<file path="config.mk">
export PLATFORM = sky130hd
export DESIGN_NAME = gpio_master
export DESIGN_NICKNAME = d
export VERILOG_FILES = /design/src/rtl/gpio_master_pkg.sv /design/src/rtl/gpio_master_poll_counter.sv /design/src/rtl/gpio_master.sv
export SDC_FILE = /design/constraint.sdc
export NUM_CORES = 1
export LEC_CHECK = 0
export ABC_AREA = 1
export CAP_MARGIN = 20
export CORE_MARGIN = 2
export CORE_UTILIZATION = 55
export CTS_CLUSTER_DIAMETER = 60
export DETAILED_ROUTE_END_ITERATION = 10
export GPL_TIMING_DRIVEN = 1
export PLACE_DENSITY = 0.94
export SLEW_MARGIN = 25
export SYNTH_ARGS = -nofsm -noshare
export SYNTH_HDL_FRONTEND = slang
export SYNTH_HIERARCHICAL = 1
export SYNTH_SLANG_ARGS = --single-unit
</file>
<file path="constraint.sdc">
create_clock -name clk -period 5.06 [get_ports clk]
set_input_delay 1.012 -clock clk [delete_from_list [all_inputs] [get_ports clk]]
set_output_delay 1.012 -clock clk [all_outputs]
set_load 0.01 [all_outputs]
</file>
<file path="src/rtl/gpio_master_pkg.sv">
// Shared types and constants for the GPIO bus master.
package gpio_master_pkg;

   typedef enum logic [1:0] {
      OP_WRITE = 2'd0,
      OP_READ  = 2'd1,
      OP_RMW   = 2'd2,
      OP_POLL  = 2'd3
   } op_e;

   localparam logic [1:0] GPIO_GPI1 = 2'd0;
   localparam logic [1:0] GPIO_GPI2 = 2'd1;
   localparam logic [1:0] GPIO_GPO1 = 2'd2;
   localparam logic [1:0] GPIO_GPO2 = 2'd3;

   typedef enum logic [1:0] {
      StIdle,
      StRd,
      StWr,
      StResp
   } state_e;

   // Writes to the input registers would be silently dropped by the peripheral.
   function automatic logic cmd_illegal(input op_e op, input logic [1:0] addr);
      return ((op == OP_WRITE) || (op == OP_RMW)) && (addr < GPIO_GPO1);
   endfunction

endpackage

</file>
<file path="src/rtl/gpio_master_poll_counter.sv">
// Counts completed poll reads and flags the read that reaches the limit.
module poll_counter #(
   parameter int unsigned LIM_W = 16
) (
   input  logic             clk,
   input  logic             rst,
   input  logic             clr,
   input  logic             inc,
   input  logic [LIM_W-1:0] limit,
   output logic             hit
);

   logic [LIM_W-1:0] cnt_q;
   logic [LIM_W-1:0] eff_limit;

   // A limit of zero still allows a single read.
   assign eff_limit = (limit == '0) ? LIM_W'(1) : limit;

   // hit refers to the read in progress, i.e. read number cnt_q + 1.
   assign hit = ({1'b0, cnt_q} + (LIM_W + 1)'(1)) >= {1'b0, eff_limit};

   // Completed-read counter; only incremented below the limit, so it cannot wrap.
   always_ff @(posedge clk) begin
      if (rst || clr) begin
         cnt_q <= '0;
      end else if (inc) begin
         cnt_q <= cnt_q + LIM_W'(1);
      end
   end

endmodule

</file>
<file path="src/rtl/gpio_master.sv">
// Command-driven initiator for the two-register GPIO peripheral bus.
module gpio_master
   import gpio_master_pkg::*;
#(
   parameter int unsigned DW    = 32,
   parameter int unsigned LIM_W = 16
) (
   input  logic             clk,
   input  logic             rst,
   input  logic             cmd_valid,
   output logic             cmd_ready,
   input  logic [1:0]       cmd_op,
   input  logic [1:0]       cmd_addr,
   input  logic [DW-1:0]    cmd_data,
   input  logic [DW-1:0]    cmd_mask,
   input  logic [LIM_W-1:0] cmd_limit,
   output logic             bus_we,
   output logic [1:0]       bus_addr,
   output logic [DW-1:0]    bus_wd,
   input  logic [DW-1:0]    bus_rd,
   output logic             rsp_valid,
   input  logic             rsp_ready,
   output logic [DW-1:0]    rsp_data,
   output logic             rsp_err
);

   state_e           state_q, state_d;
   op_e              op_q, op_d;
   logic [1:0]       addr_q, addr_d;
   logic [DW-1:0]    data_q, data_d;
   logic [DW-1:0]    mask_q, mask_d;
   logic [DW-1:0]    wval_q, wval_d;
   logic [DW-1:0]    rsp_data_q, rsp_data_d;
   logic [LIM_W-1:0] limit_q, limit_d;
   logic             rsp_err_q, rsp_err_d;
   logic             cnt_clr, cnt_inc, cnt_hit;
   logic             poll_match;
   logic [DW-1:0]    rmw_val;

   assign rmw_val    = (bus_rd & ~mask_q) | (data_q & mask_q);
   assign poll_match = (bus_rd & mask_q) == (data_q & mask_q);

   assign rsp_data = rsp_data_q;
   assign rsp_err  = rsp_err_q;

   poll_counter #(
      .LIM_W(LIM_W)
   ) u_poll_counter (
      .clk  (clk),
      .rst  (rst),
      .clr  (cnt_clr),
      .inc  (cnt_inc),
      .limit(limit_q),
      .hit  (cnt_hit)
   );

   // State and datapath registers.
   always_ff @(posedge clk) begin
      if (rst) begin
         state_q    <= StIdle;
         op_q       <= OP_WRITE;
         addr_q     <= '0;
         data_q     <= '0;
         mask_q     <= '0;
         limit_q    <= '0;
         wval_q     <= '0;
         rsp_data_q <= '0;
         rsp_err_q  <= 1'b0;
      end else begin
         state_q    <= state_d;
         op_q       <= op_d;
         addr_q     <= addr_d;
         data_q     <= data_d;
         mask_q     <= mask_d;
         limit_q    <= limit_d;
         wval_q     <= wval_d;
         rsp_data_q <= rsp_data_d;
         rsp_err_q  <= rsp_err_d;
      end
   end

   // Next-state, bus drive and handshake decode.
   always_comb begin
      state_d    = state_q;
      op_d       = op_q;
      addr_d     = addr_q;
      data_d     = data_q;
      mask_d     = mask_q;
      limit_d    = limit_q;
      wval_d     = wval_q;
      rsp_data_d = rsp_data_q;
      rsp_err_d  = rsp_err_q;
      cmd_ready  = 1'b0;
      rsp_valid  = 1'b0;
      bus_we     = 1'b0;
      bus_addr   = GPIO_GPI1;
      bus_wd     = '0;
      cnt_clr    = 1'b0;
      cnt_inc    = 1'b0;

      unique case (state_q)
         StIdle: begin
            cmd_ready = 1'b1;
            if (cmd_valid) begin
               op_d    = op_e'(cmd_op);
               addr_d  = cmd_addr;
               data_d  = cmd_data;
               mask_d  = cmd_mask;
               limit_d = cmd_limit;
               wval_d  = cmd_data;
               cnt_clr = 1'b1;
               if (cmd_illegal(op_e'(cmd_op), cmd_addr)) begin
                  rsp_data_d = '0;
                  rsp_err_d  = 1'b1;
                  state_d    = StResp;
               end else if (op_e'(cmd_op) == OP_WRITE) begin
                  state_d = StWr;
               end else begin
                  state_d = StRd;
               end
            end
         end
         StRd: begin
            bus_addr = addr_q;
            unique case (op_q)
               OP_READ: begin
                  rsp_data_d = bus_rd;
                  rsp_err_d  = 1'b0;
                  state_d    = StResp;
               end
               OP_RMW: begin
                  wval_d  = rmw_val;
                  state_d = StWr;
               end
               OP_POLL: begin
                  rsp_data_d = bus_rd;
                  if (poll_match) begin
                     rsp_err_d = 1'b0;
                     state_d   = StResp;
                  end else if (cnt_hit) begin
                     rsp_err_d = 1'b1;
                     state_d   = StResp;
                  end else begin
                     cnt_inc = 1'b1;
                  end
               end
               default: state_d = StIdle;
            endcase
         end
         StWr: begin
            bus_we     = 1'b1;
            bus_addr   = addr_q;
            bus_wd     = wval_q;
            rsp_data_d = wval_q;
            rsp_err_d  = 1'b0;
            state_d    = StResp;
         end
         StResp: begin
            rsp_valid = 1'b1;
            if (rsp_ready) begin
               state_d = StIdle;
            end
         end
         default: state_d = StIdle;
      endcase
   end

endmodule

</file>
==> results by group <==
Floorplan
  – Num rows: 45
  – CORE AREA: roughly 15000 um2
  – Initial Utilization: around 56%
  – Die area: about 16000 um2
  – Top-Level Pins: 190
  – Die Span X: around 130 um
  – Die Span Y: roughly 130 um

Drt
  – Routed Antenna Nets: 0
  – Final WL: 26.5 mm
  – Routed WL per cell: 16.2 um
  – Vias per cell: roughly 5.7
  – Drt first pass iters: 6
  – DRT iter0 DRCs: 950
  – DRC: 0
  – Via count: 9263

Synthesis
  – Ys async rst share: 0%
  – Avg Cell Area, Syn: about 6.6 um2
  – Ranking of synthesized cells by area: dfxtp_1 39%, nand2_1 11%, o21ai_0 9.4%
  – Share of the synthesized area in the top cell type: 39.3%
  – Seq/Total Area, Yosys: about 39%
  – Syn nets: 1426
  – Top post-synthesis cells by count: 257 x nand2_1, 167 x dfxtp_1, 160 x inv_1, 160 x o21ai_0, 152 x nor2_1
  – Yosys reg bits: around 170
  – Unique masters post-synth: 33
  – Synth Cell Area: 8500 um2
  – Main synth FF type: dfxtp_1
  – Count leader, synth: nand2_1
  – Most area-hungry cell type in the Yosys netlist: dfxtp_1
  – Yosys warning count: 6
  – Mapped Cells: roughly 1300
  – EDFF count, synth: 0

Clock tree
  – Resized cells post-CTS: 0
  – Clk sinks: between 150 and 200
  – Clock buffers created by TritonCTS: 17
  – TritonCTS clock tree: done
  – Root buffer cell: clkbuf_16
  – Clock Latency Late Sink: 0.44 ns
  – H-tree Lvls: 4
  – Clock-pin slew on the worst setup and hold paths: approximately 0.06 ns
  – CTS Buffer Depth: 2
  – Hold_buf cts: 0
  – Postcts setup bufs: 0

Timing
  – RSZ-0062 raised after global routing: false
  – Tmin final: about 4.0 ns
  – Final Max Slew Viols: 0
  – Final worst-path cycle share: between 70 and 80%
  – Post-route setup TNS: 0 ns
  – Tightest Pin Transition: 0.847 ns
  – Final worst slack: 1.09 ns
  – Slew headroom: 43.5%
  – Final setup fails: 0
  – Final Hold Vio Count: 0
  – Clock skew: 0.00855 ns
  – Max Freq: 252 MHz

Global route
  – First-pass GRT wire length: 42.3 mm
  – GR Overflow Total: 0
  – Vias in the first global route: ~8800
  – Antenna violations before repair: 0
  – Largest net degree at the start of global routing: between 70 and 80
  – Tot GR Track Use: around a third

Setup path
  – Cell Chain, Critical Path: ha_1, nand2_1, nor2_4, nand3_1, nand2_1, nand2_2, ha_1, a21oi_1, nor2_1, nor2_1, nand2_1, nand2_1, nand3_1, nor2_1, nand3_1, inv_1, clkinv_1, o21ai_0, inv_1
  – CP Launch Type: register
  – Slowest-stage cell, CP: clkinv_1
  – Worst path bufs/invs: 3
  – WP data required: about 5.4 ns
  – CP top delay family: simple AND/OR/NAND/NOR gates
  – Arr. time, crit path: 4.29 ns
  – Worst setup EP type: register
  – Critical path's most frequent cell: nand2_1
  – Critical Path Fanout Max: 18
  – Setup CP Type: reg -> reg
  – Slowest Stage Delay on Critical Path: between 0.5 and 0.6 ns

Placed design
  – Hpwl dp: 17.6 mm
  – Quantity of I/O buffers inserted on ports: between 150 and 200
  – Placer Congestion: ~0.9
  – Setup WS pre-CTS: roughly 1.2 ns

Pwr
  – Maximum VDD drop: 0.346 mV
  – P_leak: 4.92 nW
  – Power Density: between 500 and 600 nW/um2

Cells and area
  – Layout Nets: roughly 1600
  – Share of cells above drive strength 1: just over 4%
  – Antenna diode count: 0
  – Area delta synth->final: 30.3%

Run status
  – Status: finished clean

Worst hold path
  – Hold Path Class: reg -> reg

Job
  – Max-Cap Viols: 0
[metal layers]
metal / GRT usage [%] / vias to the layer above / share of wire [%] / wire length (um)
li1: - / 4473 / - / -
met1: 39.5 / 4219 / 40 / 10700
met2: 52.8 / 464 / 47 / 12400
met3: 6.86 / 107 / 8.0 / 2110
met4: 19.1 / 0 / 5.0 / 1320
met5: 0 / - / 0 / 0
[layout by cell type (no fill, tap or decap), drive strengths merged]
| cell type | Yosys | final |
|---|---|---|
| nand2 | 262 | 262 |
| o21ai | 193 | 193 |
| clkdlybuf4s50 | 0 | 188 |
| dfxtp | 167 | 167 |
| inv | 164 | 166 |
| nor2 | 156 | 156 |
| a21oi | 112 | 112 |
| nand3 | 85 | 85 |
| a31oi | 32 | 32 |
| ha | 21 | 21 |
| clkbuf | 51 | 19 |
| buf | 16 | 9 |
| bufinv | 0 | 7 |
| xor2 | 7 | 7 |
| nand4 | 6 | 6 |
| o21bai | 3 | 3 |
| clkinvlp | 0 | 2 |
| nor4 | 2 | 2 |
| a21o | 2 | 2 |
| clkinv | 1 | 2 |
| or2 | 1 | 1 |
| o22ai | 1 | 1 |
| o31ai | 1 | 1 |
| and3 | 1 | 1 |
| nand3b | 1 | 1 |
[registers in the layout, summed over array words and instances (netlist names), 16 cells and up]
register	flops
data_q	32
limit_q	16
mask_q	32
rsp_data	32
u_poll_counter/cnt_q	16
wval_q	32
[worst register-to-register path: stages, from the launching register on]
cell and delay (ns):
dfxtp_1 0.43, ha_1 0.27, nand2_1 0.11, nor2_4 0.16
nand3_1 0.12, nand2_1 0.08, nand2_2 0.07, ha_1 0.31
a21oi_1 0.15, nor2_1 0.05, nor2_1 0.08, nand2_1 0.08
nand2_1 0.08, nand3_1 0.11, nor2_1 0.12, nand3_1 0.19
inv_1 0.43, clkinv_1 0.59, o21ai_0 0.33, inv_1 0.07
[cell families after synthesis]
logic type | Yosys count | synth area share, %
simple gates | 514 | 24.9
compound gates | 344 | 21.0
buf+inv | 232 | 10.7
flops | 167 | 39.3
fa+ha+maj | 21 | 3.09
xor+xnor | 7 | 0.898
[final cells by class]
| type | count | area [um2] |
|---|---|---|
| timing repair buffer | 197 | 1950 |
| multi-input combinational | 886 | 4250 |
| fill | 1165 | 4070 |
| sequential | 167 | 3340 |
| inverter | 165 | 622 |
| tap | 188 | 235 |
| clock buffer | 19 | 433 |
| clock inverter | 12 | 248 |
[path summary, 6_finish.rpt]
check	from	end	slack [ns]	depth (start not counted)
min	rsp_data[30]	rsp_data[30]	0.46	2
max	u_poll_counter/cnt_q[0]	u_poll_counter/cnt_q[5]	1.09	19
min reg2reg	rsp_data[30]	rsp_data[30]	0.46	2
max reg2reg	u_poll_counter/cnt_q[0]	u_poll_counter/cnt_q[5]	1.09	19
[report_power, final]
part           switching, mW  internal (mW)
combinational           1.42          0.728
clock                  0.539          0.974
sequential             0.224           1.66
total                   2.18           3.36
[per-stage QoR]
step           power, mW  area [um2]  hold WS (ns)  utilization [%]  cells
2_1_floorplan       3.28        8500         0.455                -   1285
3_5_place_dp        3.97       10400         0.456             68.7   1603
3_3_place_gp        3.89       10400         0.451             68.6   1603
5_1_grt             5.88       11100         0.486             73.2   1634
4_1_cts             5.50       11100         0.466             73.2   1634
6_report            5.54       11100         0.464             73.2   1634
Note: power is estimated with default switching activity, not from simulation.
